[src/rtl/uart_receiver_pkg.sv]
// Shared constants and types for the UART receiver: FSM states, oversampling
// constants and the per-rate sample-enable divisor table.
package uart_receiver_pkg;

    localparam int OVERSAMPLE = 16;
    localparam int DIV_WIDTH  = 14;

    localparam logic [3:0] START_MID = 4'd7;
    localparam logic [3:0] LAST_TICK = 4'(OVERSAMPLE - 1);

    typedef enum logic [2:0] {
        IDLE   = 3'd0,
        START  = 3'd1,
        DATA   = 3'd2,
        PARITY = 3'd3,
        STOP   = 3'd4
    } rx_state_t;

    // Index with baud_select; element 0 (300 baud) is the rightmost entry.
    localparam logic [7:0][DIV_WIDTH-1:0] BAUD_DIV = {
        14'd27,     // 111: 115200
        14'd54,     // 110: 57600
        14'd81,     // 101: 38400
        14'd163,    // 100: 19200
        14'd326,    // 011: 9600
        14'd651,    // 010: 4800
        14'd2604,   // 001: 1200
        14'd10417   // 000: 300
    };

    function automatic logic even_parity(input logic [7:0] d);
        return ^d;
    endfunction

endpackage

[src/rtl/uart_receiver_baud_gen.sv]
// 16x oversampling sample-enable generator; a rate change is picked up only
// when the counter wraps so the current sample period always completes.
module rx_baud_rate_generator (
    input  logic       Clk,
    input  logic       reset,
    input  logic [2:0] baud_select,
    output logic       Rx_Sample_ENABLE
);
    import uart_receiver_pkg::*;

    logic [DIV_WIDTH-1:0] cnt;
    logic [DIV_WIDTH-1:0] div;
    logic                 wrap;

    assign wrap             = (cnt == div - DIV_WIDTH'(1));
    assign Rx_Sample_ENABLE = wrap;

    always_ff @(posedge Clk) begin
        if (!reset) begin
            cnt <= '0;
            div <= BAUD_DIV[baud_select];
        end else if (wrap) begin
            cnt <= '0;
            div <= BAUD_DIV[baud_select];
        end else begin
            cnt <= cnt + DIV_WIDTH'(1);
        end
    end

endmodule

[src/rtl/uart_receiver.sv]
// UART receiver: 8 data bits, even parity, 1 stop bit, 16x oversampled.
// Holds the line synchronizer, the frame FSM and the output registers.
module uart_receiver (
    input  logic       Clk,
    input  logic       reset,
    input  logic       RxD,
    input  logic       Rx_EN,
    input  logic [2:0] baud_select,
    output logic [7:0] Rx_DATA,
    output logic       Rx_VALID,
    output logic       Rx_PERROR,
    output logic       Rx_FERROR
);
    import uart_receiver_pkg::*;

    logic      tick;
    logic      sync_q1;
    logic      sync_q2;
    rx_state_t state;
    logic [3:0] s;
    logic [2:0] bit_idx;
    logic [7:0] shreg;
    logic       parity_bit;
    // Cleared by a framing error; a high sample must be seen before re-arming.
    logic       armed;

    rx_baud_rate_generator u_baud (
        .Clk              (Clk),
        .reset            (reset),
        .baud_select      (baud_select),
        .Rx_Sample_ENABLE (tick)
    );

    always_ff @(posedge Clk) begin
        if (!reset) begin
            sync_q1    <= 1'b1;
            sync_q2    <= 1'b1;
            state      <= IDLE;
            s          <= '0;
            bit_idx    <= '0;
            shreg      <= '0;
            parity_bit <= 1'b0;
            armed      <= 1'b1;
            Rx_DATA    <= '0;
            Rx_VALID   <= 1'b0;
            Rx_PERROR  <= 1'b0;
            Rx_FERROR  <= 1'b0;
        end else begin
            sync_q1  <= RxD;
            sync_q2  <= sync_q1;
            Rx_VALID <= 1'b0;

            if (!Rx_EN) begin
                state   <= IDLE;
                s       <= '0;
                bit_idx <= '0;
            end else if (tick) begin
                case (state)
                    IDLE: begin
                        if (sync_q2) begin
                            armed <= 1'b1;
                        end else if (armed) begin
                            state <= START;
                            s     <= '0;
                        end
                    end
                    START: begin
                        if (s == START_MID) begin
                            state   <= sync_q2 ? IDLE : DATA;
                            s       <= '0;
                            bit_idx <= '0;
                        end else begin
                            s <= s + 4'd1;
                        end
                    end
                    DATA: begin
                        // s wraps 15 -> 0 between data bits without leaving DATA
                        s <= s + 4'd1;
                        if (s == LAST_TICK) begin
                            shreg   <= {sync_q2, shreg[7:1]};
                            bit_idx <= bit_idx + 3'd1;
                            if (bit_idx == 3'd7) begin
                                state <= PARITY;
                                s     <= '0;
                            end
                        end
                    end
                    PARITY: begin
                        if (s == LAST_TICK) begin
                            parity_bit <= sync_q2;
                            state      <= STOP;
                            s          <= '0;
                        end else begin
                            s <= s + 4'd1;
                        end
                    end
                    STOP: begin
                        if (s == LAST_TICK) begin
                            Rx_DATA   <= shreg;
                            Rx_PERROR <= (parity_bit != even_parity(shreg));
                            Rx_FERROR <= ~sync_q2;
                            Rx_VALID  <= 1'b1;
                            armed     <= sync_q2;
                            state     <= IDLE;
                            s         <= '0;
                        end else begin
                            s <= s + 4'd1;
                        end
                    end
                    default: begin
                        state <= IDLE;
                        s     <= '0;
                    end
                endcase
            end
        end
    end

endmodule
[config.mk]
export PLATFORM = sky130hd
export DESIGN_NAME = uart_receiver
export DESIGN_NICKNAME = d
export VERILOG_FILES = /design/src/rtl/uart_receiver_pkg.sv /design/src/rtl/uart_receiver_baud_gen.sv /design/src/rtl/uart_receiver.sv
export SDC_FILE = /design/constraint.sdc
export NUM_CORES = 1
export LEC_CHECK = 0
export CAP_MARGIN = 30
export CORE_UTILIZATION = 60
export DETAILED_ROUTE_END_ITERATION = 10
export GPL_TIMING_DRIVEN = 0
export PLACE_DENSITY = 0.89
export SLEW_MARGIN = 20
export SYNTH_ARGS = -nofsm -noshare
export SYNTH_HDL_FRONTEND = slang
export SYNTH_SLANG_ARGS = --single-unit
[constraint.sdc]
create_clock -name Clk -period 8.5 [get_ports Clk]
set_input_delay 1.7 -clock Clk [delete_from_list [all_inputs] [get_ports Clk]]
set_output_delay 1.7 -clock Clk [all_outputs]
set_load 0.05 [all_outputs]
==> out/metrics.csv <==
metric;value;unit
Synth Area in Adders;4.666;%
Sink Count;59;
grt ovf;0;
largest area contributor in the netlist;dfxtp_1;
Post-CTS Hold Buffers;0;
status;finished, final reports clean;
Final TNS setup;0;ns
Port Buf Inserts;16;
number of global-route vias before repair;2504;
Synth top area share;29.24;%
Synth Area per Inst;9.116;sq um
post-cts resize count;0;
DR iter-0 viols;231;
Clock Path Buffers;2;
synthesized cell area;0.003218;sq mm
sequential cell area fraction in the yosys report;40.44;%
Cells after Synth;353;
ant diodes;0;
EDFF count, synth;12;
Total Routing Usage GR;27.25;%
first-pass GRT wire length;11410;um
DR pass1 iterations;5;
PwrDens;156.2;mW/mm^2
post-CTS setup buffer count;0;
Worst Tran Pin Value;0.5098;ns
Post-synth top flop;dfxtp_1;
Site Rows;26;
skew final;0.01417;ns
worst min path class;reg -> reg;
post-synthesis compound-gate area fraction;10.07;%
CP Data Required Time;8.55;ns
mux contribution to synthesized area;8.087;%
most frequent CP cell;buf_6;
Max VDD drop;0.0001220;V
largest net degree at the start of global routing;22;
clock root cell;clkbuf_8;
asr flop ratio synth;0;%
Final GP Congestion;0.9711;
FMAX;277.4;MHz
slowest stage delay, CP;0.50;ns
ranking of synthesized cells by area;dfxtp_1 29%, edfxtp_1 11%, mux2i_1 8.1%;
syn nets;372;
WL final;6971;um
Initial Util;62.61;%
antenna violations before repair;0;
crit end category;flop;
dpl ws;4.612;ns
NumNets Final;401;
CTS tree;yes;
Vias;2717;
area of the multi-input gates;0.001802;sq mm
CTS buffer count;9;
via density per instance;5.945;
number of H-tree levels;3;
Warnings, synthesis;0;
final worst slack;4.895;ns
final hold violation count;0;
clk_lat worst skew;0.35;ns
Post-Synth Simple-Gate Area;23.99;%
CP startpoint kind;flop;
Final Cycle Share;42.41;%
Final min period;3.605;ns
Crit-path slowest cell;edfxtp_1;
DIE HEIGHT;75.24;um
synthesis-stage register bit count;59;
synth unique cells;51;
Clock transition at path regs;0.08;ns
headroom to the max-slew limit;65.91;%
post-route ant nets;0;
critical path peak fanout;16;
worst path cell trace;inv_1 > ha_1 > buf_2 > nor4b_1 > and4_1 > o2111ai_1 > a311o_1 > or3_4 > buf_6 > nand2_1 > buf_1 > buf_6;
IO Pins;18;
Slew Limit Fails;0;
layout cell share with drive strength beyond 1;6.977;%
Residual DRC;0;
Arrival @ worst endpoint;3.65;ns
Leak;1.326;nW
Die ar.;0.005660;sq mm
kind of critical path;reg -> reg;
detailed-placement wirelength estimate;4694;um
area of the core;0.005140;sq mm
main combinational cell family by area after synthesis;simple AND/OR/NAND/NOR gates;
Die Width;75.24;um
maxcap violations;0;
RSZ-0062 raised after global routing;false;
area added between synthesis and finish;13.88;%
Finish-stage setup viols;0;
wire per inst;15.25;um
utilization after layout;71.30;%
XOR/XNOR Fraction of Synth Area;9.137;%
fill count;388;
Reg area;0.001301;sq mm
## final cells by class
class	instances	share of cell area, %
Buffer	19	2.253
Clock buffer	9	3.380
Sequential cell	59	35.51
Clock inverter	7	1.571
Timing Repair Buffer	18	4.814
Inverter	9	0.9218
Tap cell	70	2.390
Multi-Input combinational cell	266	49.16
## report_power, final
group          internal [W]  leakage, nW  total [W]  switching, W
clock network      0.000110       0.0911   0.000234      0.000124
logic             0.0000166        0.736  0.0000389     0.0000223
registers          0.000292        0.499   0.000299    0.00000755
## metrics by stage
| stage | cells | power (W) | hold WS, ns | area, sq um |
|---|---|---|---|---|
| 5_1_grt | 457 | 0.0005938 | 0.4352 | 3665 |
| 2_1_floorplan | 353 | 0.0003295 | 0.3863 | 3218 |
| 3_3_place_gp | 439 | 0.0003401 | 0.3976 | 3466 |
| 6_report | 457 | 0.0005723 | 0.4228 | 3665 |
| 4_1_cts | 455 | 0.0005758 | 0.4235 | 3649 |
| 3_5_place_dp | 439 | 0.0003422 | 0.4042 | 3467 |
## critical path: cells and delay by family (launching register included)
| family | cells | cell delay (ns) |
|---|---|---|
| adder cells (fa/ha/maj) | 1 | 0.14 |
| AND/OR/NAND/NOR | 4 | 1.20 |
| buffers and inverters | 5 | 0.98 |
| flip-flops | 1 | 0.50 |
| AO/OA/AOI/OAI | 2 | 0.49 |
## placed cells by master (no fill, tap or decap), types with 7 or more instances in the layout
| cell | Yosys | layout |
|---|---|---|
| dfxtp_1 | 47 | 47 |
| nor2_1 | 36 | 36 |
| nand2_1 | 35 | 35 |
| mux2i_1 | 26 | 26 |
| nor2b_1 | 17 | 17 |
| xnor2_1 | 17 | 17 |
| clkdlybuf4s50_1 | 0 | 16 |
| clkbuf_1 | 14 | 14 |
| xor2_1 | 14 | 14 |
| ha_1 | 12 | 12 |
| edfxtp_1 | 12 | 12 |
| o21ai_0 | 10 | 10 |
| nor3_1 | 10 | 10 |
| nand3_1 | 10 | 10 |
| inv_1 | 9 | 9 |
| clkbuf_8 | 0 | 9 |
| a21oi_1 | 8 | 8 |
| or3_1 | 7 | 7 |
## Yosys cell counts, types with 7 or more instances
cell type,n
xor2_1,14
nor3_1,10
inv_1,9
xnor2_1,17
a21oi_1,8
dfxtp_1,47
nand2_1,35
or3_1,7
o21ai_0,10
nor2b_1,17
ha_1,12
edfxtp_1,12
clkbuf_1,14
nand3_1,10
nor2_1,36
mux2i_1,26
## state kept, by name (all words and copies together), names as in the netlist
signal / count
Rx_DATA: 8
shreg: 8
Rx_PERROR: 1
s: 4
sync_q1: 1
parity_bit: 1
sync_q2: 1
Rx_FERROR: 1
Rx_VALID: 1
u_baud.div: 12
bit_idx: 3
u_baud.cnt: 14
armed: 1
state: 3
## routing by layer
metal | wire length, um | global-route usage (%)
met5 | 0 | 0
met4 | 211 | 15.84
met3 | 386 | 5.756
met2 | 3362 | 43.64
met1 | 3011 | 34.12
## cells by family after synthesis
logic type	after synthesis
AO/OA/AOI/OAI	47
XOR/XNOR	32
adder cells (fa/ha/maj)	12
buffers and inverters	28
flip-flops	59
multiplexers	26
AND/OR/NAND/NOR	149
## worst paths after layout
check | start | endpoint | slack [ns] | cells after the start
max | u_baud.div[0] | u_baud.div[2] | 4.90 | 12
min | sync_q1 | sync_q2 | 0.42 | 1
max reg2reg | u_baud.div[0] | u_baud.div[2] | 4.90 | 12
min reg2reg | sync_q1 | sync_q2 | 0.42 | 1
Note: power is estimated with default switching activity, not from simulation.
